===== src/rtl/alu_seq.sv =====
// alu_seq: registered ALU with valid/ready handshakes, shift-add multiply and persistent carry
module alu_seq #(
  parameter int WIDTH = 16,
  parameter int SHW = $clog2(WIDTH)
) (
  input  logic             clk,
  input  logic             rst_n,
  input  logic             in_valid,
  output logic             in_ready,
  input  logic [5:0]       opcode,
  input  logic [WIDTH-1:0] D,
  input  logic [WIDTH-1:0] M,
  output logic             out_valid,
  input  logic             out_ready,
  output logic [WIDTH-1:0] result,
  output logic [3:0]       flags,
  output logic             busy
);
  localparam logic [5:0] OP_ADD = 6'd1, OP_SUB = 6'd2, OP_AND = 6'd3, OP_OR = 6'd4, OP_XOR = 6'd5;
  localparam logic [5:0] OP_NOTD = 6'd6, OP_INCD = 6'd7, OP_DECD = 6'd8, OP_NOTM = 6'd9, OP_INCM = 6'd10, OP_DECM = 6'd11;
  localparam logic [5:0] OP_ASLD = 6'd12, OP_ASRD = 6'd13, OP_ASLM = 6'd14, OP_ASRM = 6'd15;
  localparam logic [5:0] OP_NEG1 = 6'd16, OP_ONE = 6'd17, OP_NEGD = 6'd18, OP_NEGM = 6'd19;
  localparam logic [5:0] OP_MUL = 6'd20, OP_SHL = 6'd21, OP_SAR = 6'd22, OP_ADC = 6'd23, OP_SBB = 6'd24;
  localparam logic [WIDTH-1:0] ONE = WIDTH'(1);
  typedef enum logic [1:0] {IDLE, BUSY, DONE} state_t;
  state_t state_q, state_d;
  logic [WIDTH-1:0] result_q, result_d, acc_q, acc_d, mcand_q, mcand_d, mplier_q, mplier_d;
  logic [WIDTH-1:0] r, acc_nx;
  logic [3:0] flags_q, flags_d;
  logic [SHW-1:0] cnt_q, cnt_d, s;
  logic [WIDTH:0] sum, dif, shl, sar;
  logic accept, cin, c, v;
  // The carry register always equals the C flag of the last completed op
  always_comb begin
    s = M[SHW-1:0];
    cin = (opcode == OP_ADC || opcode == OP_SBB) && flags_q[3];
    sum = {1'b0, D} + {1'b0, M} + {{WIDTH{1'b0}}, cin};
    dif = {1'b0, D} - {1'b0, M} - {{WIDTH{1'b0}}, cin};
    shl = {1'b0, D} << s;
    sar = $signed({D, 1'b0}) >>> s;
    r = '0;
    c = 1'b0;
    v = 1'b0;
    case (opcode)
      OP_ADD, OP_ADC: begin
        r = sum[WIDTH-1:0];
        c = sum[WIDTH];
        v = (D[WIDTH-1] == M[WIDTH-1]) && (sum[WIDTH-1] != D[WIDTH-1]);
      end
      OP_SUB, OP_SBB: begin
        r = dif[WIDTH-1:0];
        c = dif[WIDTH];
        v = (D[WIDTH-1] != M[WIDTH-1]) && (dif[WIDTH-1] != D[WIDTH-1]);
      end
      OP_AND:  r = D & M;
      OP_OR:   r = D | M;
      OP_XOR:  r = D ^ M;
      OP_NOTD: r = ~D;
      OP_INCD: r = D + ONE;
      OP_DECD: r = D - ONE;
      OP_NOTM: r = ~M;
      OP_INCM: r = M + ONE;
      OP_DECM: r = M - ONE;
      OP_ASLD: begin r = {D[WIDTH-2:0], 1'b0}; c = D[WIDTH-1]; end
      OP_ASRD: begin r = {D[WIDTH-1], D[WIDTH-1:1]}; c = D[0]; end
      OP_ASLM: begin r = {M[WIDTH-2:0], 1'b0}; c = M[WIDTH-1]; end
      OP_ASRM: begin r = {M[WIDTH-1], M[WIDTH-1:1]}; c = M[0]; end
      OP_NEG1: r = '1;
      OP_ONE:  r = ONE;
      OP_NEGD: r = -D;
      OP_NEGM: r = -M;
      OP_SHL:  begin r = shl[WIDTH-1:0]; c = shl[WIDTH]; end
      OP_SAR:  begin r = sar[WIDTH:1]; c = sar[0]; end
      default: ;
    endcase
  end
  always_comb begin
    state_d = state_q;
    result_d = result_q;
    flags_d = flags_q;
    acc_d = acc_q;
    mcand_d = mcand_q;
    mplier_d = mplier_q;
    cnt_d = cnt_q;
    in_ready = state_q == IDLE || (state_q == DONE && out_ready);
    accept = in_valid && in_ready;
    acc_nx = acc_q + (mplier_q[0] ? mcand_q : '0);
    if (state_q == BUSY) begin
      acc_d = acc_nx;
      mcand_d = mcand_q << 1;
      mplier_d = mplier_q >> 1;
      cnt_d = cnt_q + SHW'(1);
      if (cnt_q == SHW'(WIDTH - 1)) begin
        state_d = DONE;
        result_d = acc_nx;
        flags_d = {1'b0, acc_nx[WIDTH-1], acc_nx == '0, 1'b0};
      end
    end else if (accept) begin
      if (opcode == OP_MUL) begin
        state_d = BUSY;
        acc_d = '0;
        mcand_d = D;
        mplier_d = M;
        cnt_d = '0;
      end else begin
        state_d = DONE;
        result_d = r;
        flags_d = {c, r[WIDTH-1], r == '0, v};
      end
    end else if (state_q == DONE && out_ready) begin
      state_d = IDLE;
    end
  end
  always_ff @(posedge clk) begin
    if (!rst_n) begin
      state_q <= IDLE;
      result_q <= '0;
      flags_q <= '0;
      acc_q <= '0;
      mcand_q <= '0;
      mplier_q <= '0;
      cnt_q <= '0;
    end else begin
      state_q <= state_d;
      result_q <= result_d;
      flags_q <= flags_d;
      acc_q <= acc_d;
      mcand_q <= mcand_d;
      mplier_q <= mplier_d;
      cnt_q <= cnt_d;
    end
  end
  assign out_valid = state_q == DONE;
  assign busy = state_q == BUSY;
  assign result = result_q;
  assign flags = flags_q;
endmodule


===== config.mk =====
export PLATFORM = sky130hd
export DESIGN_NAME = alu_seq
export DESIGN_NICKNAME = d
export VERILOG_FILES = /design/src/rtl/alu_seq.sv
export SDC_FILE = /design/constraint.sdc
export NUM_CORES = 1
export LEC_CHECK = 0
export BUFFER_PORTS_ARGS = -buffer_cell sky130_fd_sc_hd__clkbuf_2
export CORE_UTILIZATION = 55
export DETAILED_ROUTE_END_ITERATION = 8
export PLACE_DENSITY_LB_ADDON = 0.08
export SLEW_MARGIN = 0
export SYNTH_ARGS = -nofsm -noshare
export SYNTH_HDL_FRONTEND = slang
export SYNTH_SLANG_ARGS = --single-unit

===== constraint.sdc =====
create_clock -name clk -period 6.41 [get_ports clk]
set_clock_uncertainty 0.2 [all_clocks]
set_input_delay 1.282 -clock clk [delete_from_list [all_inputs] [get_ports clk]]
set_output_delay 1.282 -clock clk [all_outputs]
set_load 0.02 [all_outputs]

==> flow_summary.toml, run 1 <==
[sta]
final.setup.tns_ns = 0
holdWs_ns = 0.264
final_max_slew_viol_count = 0
setup_viol = 0
post-route-period-util_pct = 90.0
period_minus_slack_ns = 5.77
worstMarginPinSlew_ns = 1.18
hold_viol_final = 0
fmax_mhz = 173
rsz0062_at_grt = "no"
slew_headroom_pct = 21.2

[power_and_ir_drop]
p_int_mw = 0.993
p_leak_nw = 4.80
switching_share_pct = 39.6
power.density_mw_per_mm2 = 136
pwr-share-comb_pct = 40.5
p_clk_share_pct = 31.0
ir_worst_vdd_mv = 0.106
p_sw_mw = 0.652
power_frac_seq_pct = 28.5

[hold_path]
min_path_cells = 2
hp-class = "reg2reg"
hold_start = "mplier_q[2]"

[floorplanning]
die_x_um = 145
fp.dieH_um = 145
io_pins = 65
die_area_mm2 = 0.0211
core_mm2 = 0.0202
row_count = 52
initial_core_util_pct = 56.0

[detailed_routing]
ant_nets = 0
vias = 12959
dr.pass1.iters = 8
drt_drc_violations_left = 0
routedWlPerCell_um = 27.4
wl_mm = 49.1
vias_per_cell = 7.22
drtIter0Drc = 1737

[critical_path]
cp-startpoint = "opcode[3]"
worstSetupPathType = "in2reg"
start_kind = "primary input"
path_cells = "clkbuf_2 > and4b_1 > or2_2 > nand3_1 > inv_1 > fa_1 > inv_1 > ha_1 > o211a_1 > o31a_1 > o21ai_1 > a31oi_1 > a211oi_1 > xor2_1 > o211ai_1 > or4_1 > a211oi_1 > nor2_1"
cp.arrival_ns = 5.80
critPathCaptureType = "register"
reg2reg_depth = 14
worst-path-max-fanout = 18
cp_slowest_cell = "fa_1"
cp_slowest_stage_delay_ns = 0.55
worstPathRequired_ns = 6.44
crit-reg2reg-launch = "flags[3]"

[cells_and_area]
layout-drive-gt1-share_pct = 12.1
fin_nets = 1677
num-fill-cells = 1892
final_core_util_pct = 60.1
syn2layout_area_growth_pct = 7.37

[synth]
yosysUniqueCellTypes = 90
syn_area_mm2 = 0.0113
synth-main-ff-cell = "dfxtp_1"
ys_warn_count = 0
synth_top_area_share_pct = 12.9
seq_area_frac_synth_pct = 12.9
yosys-top-cells-area = "dfxtp_1 13%, ha_1 12%, nand2_1 4.6%"
syn_inst = 1508
synthArstFlopShare_pct = 0
synth_seq_cells = 73
yosys.area.top_type = "dfxtp_1"
synth_nets = 1666
postSynthAreaPerCell_um2 = 7.49
synth_edf_count = 0

[job]
drv_cap = 0

[run_status]
status = "complete, no violations"

[clock_tree]
cts_buffers = 9
ctsHoldBuffers = 0
root_buffer = "clkbuf_16"
cts_setup_buffers = 0
cts.clk_slew.worst_paths_ns = 0.07
insertion_delay_ns = 0.34
cts_tree = "yes"
cts_resized = 0
htreeDepth = 3
cts_buffer_depth = 2
clock_sinks = 73

[global_routing]
antenna_found_initial = 1
grt_pass1_vias = 12108
grt-ovfl-total = 0
grt_util_all_layers_pct = 45.9
grt_max_degree = 73
grt_pass1_wl_mm = 74.0

[placement]
gp_congestion = 1.05
dp.final_hpwl_mm = 36.0
port_buffers = 64
## kinds of logic after synthesis
family          Yosys count  synth area share [%]
fa+ha+maj               116                  13.3
simple gates            544                  25.1
mux                      55                  6.98
xor+xnor                 65                  5.04
compound gates          483                  30.3
buf+inv                 172                  6.31
flops                    73                  12.9
## worst paths after layout
| check | to | slack, ns |
|---|---|---|
| hold reg to reg | mplier_q[2] | 0.26 |
| hold / removal | mplier_q[2] | 0.26 |
| setup reg to reg | flags[2] | 1.99 |
| setup / recovery | flags[2] | 0.64 |
## per-stage QoR
step           setup WS, ns  cell area [um^2]  instances  total power, mW
6_report              0.640             12100       1795             1.64
5_1_grt               0.385             12100       1794             1.70
4_1_cts               0.753             12100       1794             1.62
3_5_place_dp          0.397             11800       1778             1.11
3_3_place_gp          0.502             11800       1778             1.11
2_1_floorplan         0.951             11300       1508            0.899
## power by group through the flow
stage / clock network, mW / logic, mW / registers, mW
detailed placement: 0 / 0.630 / 0.479
finish: 0.510 / 0.666 / 0.469
global route: 0.531 / 0.700 / 0.470
CTS: 0.516 / 0.633 / 0.469
floorplan: 0 / 0.412 / 0.487
global placement: 0 / 0.627 / 0.479
## synth_stat cells (all sizes together), types with 10 or more instances
| master | count |
|---|---|
| nand2b | 14 |
| mux2i | 24 |
| a22o | 12 |
| nand2 | 137 |
| a31oi | 27 |
| and2 | 32 |
| o211ai | 14 |
| buf | 29 |
| xor2 | 27 |
| or2 | 12 |
| nor2 | 100 |
| a21o | 14 |
| nor3 | 56 |
| nand3 | 47 |
| ha | 109 |
| dfxtp | 73 |
| nand4 | 19 |
| a21oi | 68 |
| nor2b | 23 |
| or4 | 13 |
| a211oi | 26 |
| and3 | 10 |
| a21boi | 49 |
| mux2 | 14 |
| clkbuf | 76 |
| nor4 | 28 |
| a221oi | 13 |
| inv | 66 |
| xnor2 | 38 |
| o22ai | 13 |
| mux4 | 17 |
| o21ai | 76 |
| or3 | 15 |
| o21a | 10 |
| a2111oi | 13 |
| a22oi | 46 |
## critical path, delay by kind of cell
family          cells  cell delay [ns]
fa+ha+maj           2             0.75
simple gates        5             1.28
compound gates      7             1.81
xor+xnor            1             0.25
buf+inv             3             0.42
## registers in the layout, summed over array words and instances (netlist names)
| signal | cells |
|---|---|
| acc_q | 16 |
| cnt_q | 4 |
| flags | 4 |
| mcand_q | 16 |
| mplier_q | 16 |
| result | 15 |
| state_q | 2 |
## per-layer routing
layer,up-vias,track usage [%],routed length (um)
met1,6019,59.9,19000
met4,0,26.5,3510
met3,237,11.4,6390
met2,940,68.4,20300
li1,5763,-,-
met5,-,0,0
## final cells by class
type	count	area, um^2	share of cell area (%)
Timing Repair Buffer	105	641	5.28
Tap cell	270	338	2.79
Inverter	67	251	2.07
Clock buffer	9	225	1.86
Sequential cell	73	1460	12.1
Multi-Input combinational cell	1263	9130	75.3
Clock inverter	7	70.1	0.578
Antenna cell	1	2.50	0.0206
## cells in the final DEF, fill, tap and decap left out, types with 11 or more instances in the layout
cell and instances:
xnor2_1 38, a21o_1 14, a221oi_1 13, or3_1 14, nand4_1 19, a2111oi_0 12
nand2b_1 14, or2_2 11, and2_1 32, clkbuf_2 64, nor2_1 96, inv_1 64
mux2_2 14, or4_1 13, nor3_1 56, a21oi_1 68, nor2b_1 23, nand2_1 137
mux4_2 15, dfxtp_1 73, a211oi_1 25, a22oi_1 46, ha_1 109, xor2_1 27
o211ai_1 14, nor4_1 27, a31oi_1 27, mux2i_1 24, a22o_1 12, o21ai_0 72
nand3_1 47, a21boi_0 49, o22ai_1 13, buf_4 40
Note: power is estimated with default switching activity, not from simulation.
==> run 2: changes to the inputs <==
==> constraint.sdc (replaced) <==
create_clock -name clk -period 6.41 [get_ports clk]
set_clock_uncertainty 0.2 [all_clocks]
set_input_delay 0.641 -clock clk [delete_from_list [all_inputs] [get_ports clk]]
set_output_delay 0.641 -clock clk [all_outputs]
set_load 0.02 [all_outputs]
==> run 2 against run 1 <==
  * Critical path depth did not move
  * Sequential share of layout area rose by 0.20 points
  * Utilization is 0.96 points lower
  * Sequential cell count unchanged
  * Global-route usage fell by 0.45 points
  * Critical path type unchanged
  * Critical endpoint is now flags[1]
  * Largest power group unchanged
==> flow_summary.toml, run 2 (synthesis results as in run 1) <==
[run_status]
status = "complete, no violations"

[floorplanning]
initial_core_util_pct = 56.0
io_pins = 65
fp.dieH_um = 145
die_area_mm2 = 0.0211
core_mm2 = 0.0202
row_count = 52
die_x_um = 145

[critical_path]
r2r_slack_ns = 1.84
cp_slowest_stage_delay_ns = 0.77
cp_slowest_cell = "a2111oi_0"
crit-reg2reg-launch = "flags[3]"
worst-path-max-fanout = 18
critPathCaptureType = "register"
cp.arrival_ns = 5.26
start_kind = "primary input"
cp-startpoint = "opcode[3]"
path_cells = "clkbuf_2 > and4b_1 > or2_2 > nand3_1 > inv_1 > fa_1 > inv_1 > ha_1 > o21ai_0 > a211oi_1 > a2111oi_0 > nand4_1 > or4_1 > nor4_1 > nand4b_1 > nor4_1 > nand4bb_1 > nand3_1"
worstSetupPathType = "in2reg"
worstPathRequired_ns = 6.49

[sta]
rsz0062_at_grt = "no"
post-route-period-util_pct = 80.8
hold_viol_final = 0
final_max_slew_viol_count = 0
worstMarginPinSlew_ns = 1.26
setup_viol = 0
slew_headroom_pct = 15.2
fmax_mhz = 193
period_minus_slack_ns = 5.18
final.setup.tns_ns = 0

[cells_and_area]
final_common_cell = "nand2_1"
layout-drive-gt1-share_pct = 10.6
fin_nets = 1654
syn2layout_area_growth_pct = 5.65
diodes = 0
num-fill-cells = 1944
reg_top3 = "acc_q: 16 flops, mcand_q: 16 flops, mplier_q: 16 flops"
finalNonFillerCells = 1771
layout_common_cells = "137 x nand2_1, 109 x ha_1, 96 x nor2_1"

[detailed_routing]
wl_met2_mm = 20.2
dr.pass1.iters = 7
wl_mm = 48.7
met3RoutedLength_mm = 6.24
drtIter0Drc = 1863
vias_per_cell = 7.30
ant_nets = 0
wirelength_met1_mm = 18.8
top_layer = "met4"
drt_drc_violations_left = 0
routedWlPerCell_um = 27.5
vias = 12935

[global_routing]
grt_pass1_vias = 11926
antenna_found_initial = 0
grt_util_all_layers_pct = 45.4
grt_pass1_wl_mm = 73.3
grt-ovfl-total = 0
grt_max_degree = 73

[clock_tree]
cts_resized = 0
cts_setup_buffers = 0
cts.clk_slew.worst_paths_ns = 0.06
htreeDepth = 3
cts_buffer_depth = 2
cts_buffers = 9
insertion_delay_ns = 0.34
root_buffer = "clkbuf_16"
ctsHoldBuffers = 0
clock_sinks = 73
cts_tree = "yes"

[placement]
dp_cells = 1755
port_buffers = 64
dp.final_hpwl_mm = 35.5
gp_congestion = 1.12

[power_and_ir_drop]
power.density_mw_per_mm2 = 136
ir_worst_vdd_mv = 0.0859
p_leak_nw = 4.68

[job]
drv_cap = 0

[hold_path]
hold_start = "result[2]"
hp-class = "reg2reg"
## run 2: cell count changes in the layout (fill, tap and decap cells not counted), sizes merged
cell    change
inv         -1
buf        -23
clkbuf      +2
diode       -1
clkinv      -1
## run 2: report_power, final
| group | switching [mW] | internal [mW] | total [mW] |
|---|---|---|---|
| sequential | 0.00557 | 0.463 | 0.469 |
| clock | 0.196 | 0.301 | 0.497 |
| combinational | 0.439 | 0.220 | 0.659 |
## run 2: critical path, delay by kind of cell
| kind | cells | cell delay (ns) |
|---|---|---|
| adders and majority gates | 2 | 0.74 |
| AOI/OAI and AO/OA | 3 | 1.07 |
| buffers and inverters | 3 | 0.41 |
| and+or+nand+nor | 10 | 2.38 |
## run 2: final timing paths
kind | end | cells past startpoint
max | flags[1] | 18
min | result[2] | 2
max reg2reg | flags[1] | 14
min reg2reg | result[2] | 2
## run 2: metrics by stage
| stage | hold slack (ns) | util (%) | cell area [um^2] | power, mW | setup slack [ns] |
|---|---|---|---|---|---|
| 4_1_cts | 0.268 | 59.1 | 11900 | 1.60 | 1.36 |
| 5_1_grt | 0.285 | 59.1 | 11900 | 1.68 | 0.962 |
| 3_3_place_gp | 0.249 | 57.7 | 11600 | 1.10 | 1.15 |
| 6_report | 0.264 | 59.1 | 11900 | 1.63 | 1.23 |
| 3_5_place_dp | 0.260 | 57.7 | 11600 | 1.10 | 1.04 |
| 2_1_floorplan | 0.234 | - | 11300 | 0.899 | 1.59 |
## run 2: layout make-up
type                    instances  area (um^2)  area share (%)
clock inverters                 5         56.3           0.472
clock buffers                  11          233            1.95
well taps                     270          338            2.83
multi-input cells            1263         9130            76.6
flip-flops and latches         73         1460            12.3
repair buffers                 82          455            3.82
inverters                      67          251            2.11
## run 2: per-layer routing
layer / vias to the layer above / GRT usage, %
li1: 5703 / -
met1: 6048 / 58.3
met2: 938 / 68.1
met3: 246 / 11.9
met4: 0 / 27.0
met5: - / 0
==> run 3: changes to the inputs <==
==> constraint.sdc (replaced) <==
create_clock -name clk -period 5.2 [get_ports clk]
set_clock_uncertainty 0.2 [all_clocks]
set_input_delay 0.52 -clock clk [delete_from_list [all_inputs] [get_ports clk]]
set_output_delay 0.52 -clock clk [all_outputs]
set_load 0.02 [all_outputs]
==> run 3 against run 2 <==
  * Combinational power up 28%
  * Via count up 1.2%
  * Global-route usage down 0.35 points
  * Critical path depth up 2
  * First-iteration DRC count down 13%
  * Largest cell class unchanged
==> flow_summary.toml, run 3 (synthesis results as in run 1) <==
[sta]
hold_viol_final = 0
setup_viol = 0
fmax_mhz = 209
holdWs_ns = 0.265
final.setup.tns_ns = 0
final_max_slew_viol_count = 0
worstMarginPinSlew_ns = 1.24
slew_headroom_pct = 17.2
rsz0062_at_grt = "no"
period_minus_slack_ns = 4.79
post-route-period-util_pct = 92.0

[global_routing]
grt_pass1_vias = 12309
grt_util_all_layers_pct = 45.1
grt-ovfl-total = 0
antenna_found_initial = 3
grt_pass1_wl_mm = 73.3
grt_max_degree = 72

[detailed_routing]
drtIter0Drc = 1617
wl_mm = 48.5
routedWlPerCell_um = 26.6
dr.pass1.iters = 6
vias = 13087
vias_per_cell = 7.17
ant_nets = 0
drt_drc_violations_left = 0

[clock_tree]
cts_buffers = 9
root_buffer = "clkbuf_16"
insertion_delay_ns = 0.33
htreeDepth = 3
cts_setup_buffers = 0
cts.clk_slew.worst_paths_ns = 0.06
clock_sinks = 73
ctsHoldBuffers = 0
cts_buffer_depth = 2
cts_resized = 0
cts_tree = "yes"

[power_and_ir_drop]
power.density_mw_per_mm2 = 177
p_clk_share_pct = 35.8
pwr-share-comb_pct = 38.1
switching_share_pct = 35.9
power_frac_seq_pct = 26.1
ir_worst_vdd_mv = 0.150
p_int_mw = 1.42
p_leak_nw = 4.98
p_sw_mw = 0.793

[floorplanning]
core_mm2 = 0.0202
die_area_mm2 = 0.0211
row_count = 52
io_pins = 65
initial_core_util_pct = 56.0
die_x_um = 145
fp.dieH_um = 145

[critical_path]
cp_slowest_stage_delay_ns = 0.55
r2r_slack_ns = 0.92
cp.arrival_ns = 4.86
worstSetupPathType = "in2reg"
cp_slowest_cell = "fa_1"
path_cells = "clkbuf_2 > and4b_1 > or2_2 > nand3_1 > inv_1 > fa_1 > inv_1 > ha_1 > o21ai_0 > a211oi_1 > a2111oi_0 > buf_4 > nand4_1 > or4_1 > nor4_1 > nand4b_1 > nor4_1 > buf_4 > nand4bb_1 > nand3_1"
start_kind = "primary input"
worstPathRequired_ns = 5.27
worst-path-max-fanout = 9
cp-startpoint = "opcode[3]"
critPathCaptureType = "register"
crit-reg2reg-launch = "flags[3]"

[placement]
gp_congestion = 1.07
dp.final_hpwl_mm = 36.1
port_buffers = 64

[hold_path]
hold_start = "result[2]"
hp-class = "reg2reg"

[run_status]
status = "complete, no violations"

[cells_and_area]
final_common_cell = "nand2_1"
diodes = 0
final_core_util_pct = 61.7
fin_nets = 1707
syn2layout_area_growth_pct = 10.2
layout-drive-gt1-share_pct = 13.8
reg_top3 = "acc_q: 16 flops, mcand_q: 16 flops, mplier_q: 16 flops"
layout_common_cells = "137 x nand2_1, 109 x ha_1, 96 x nor2_1"

[job]
drv_cap = 0
## run 3: cell types whose count changed in the layout (fill, tap and decap cells not counted), sizes merged
cell / change
clkinv: -2
clkinvlp: -1
bufinv: +3
buf: +53
## run 3: path summary, 6_finish.rpt
check,to,cells after the start
max reg2reg,flags[1],17
min,result[2],2
min reg2reg,result[2],2
max,flags[1],20
## run 3: worst max-delay path, delay by kind of cell
family	cells	cell delay, ns
fa+ha+maj	2	0.74
compound gates	3	0.81
buf+inv	5	0.68
simple gates	10	2.10
## run 3: cell type report
class / count / area, um^2
clock inverters: 5 / 125
multi-input cells: 1263 / 9140
repair buffers: 135 / 878
fillers: 1891 / 7720
clock buffers: 11 / 253
well taps: 270 / 338
inverters: 67 / 251
flip-flops and latches: 73 / 1460
## run 3: routing by layer
layer / up-vias / GRT usage [%] / share of wire [%] / wire length (um)
met5: - / 0 / 0.058 / 28
li1: 5826 / - / - / -
met4: 4 / 27.1 / 6.8 / 3290
met1: 6091 / 56.2 / 38 / 18400
met3: 227 / 12.0 / 13 / 6140
met2: 939 / 69.4 / 42 / 20600
## run 3: per-stage QoR
step	area [um^2]	cells	total power, mW	worst slack, ns
2_1_floorplan	11300	1508	1.11	0.503
3_3_place_gp	12100	1808	1.39	0.291
3_5_place_dp	12100	1808	1.39	0.186
4_1_cts	12400	1824	2.17	0.526
5_1_grt	12400	1824	2.28	0.192
6_report	12400	1824	2.21	0.414
## run 3: power groups by stage
stage | clock network, mW | logic, mW | registers, mW
after floorplan | 0 | 0.508 | 0.601
after global placement | 0 | 0.799 | 0.589
after detailed placement | 0 | 0.803 | 0.590
after CTS | 0.791 | 0.807 | 0.577
after global routing | 0.811 | 0.886 | 0.579
final | 0.791 | 0.841 | 0.577
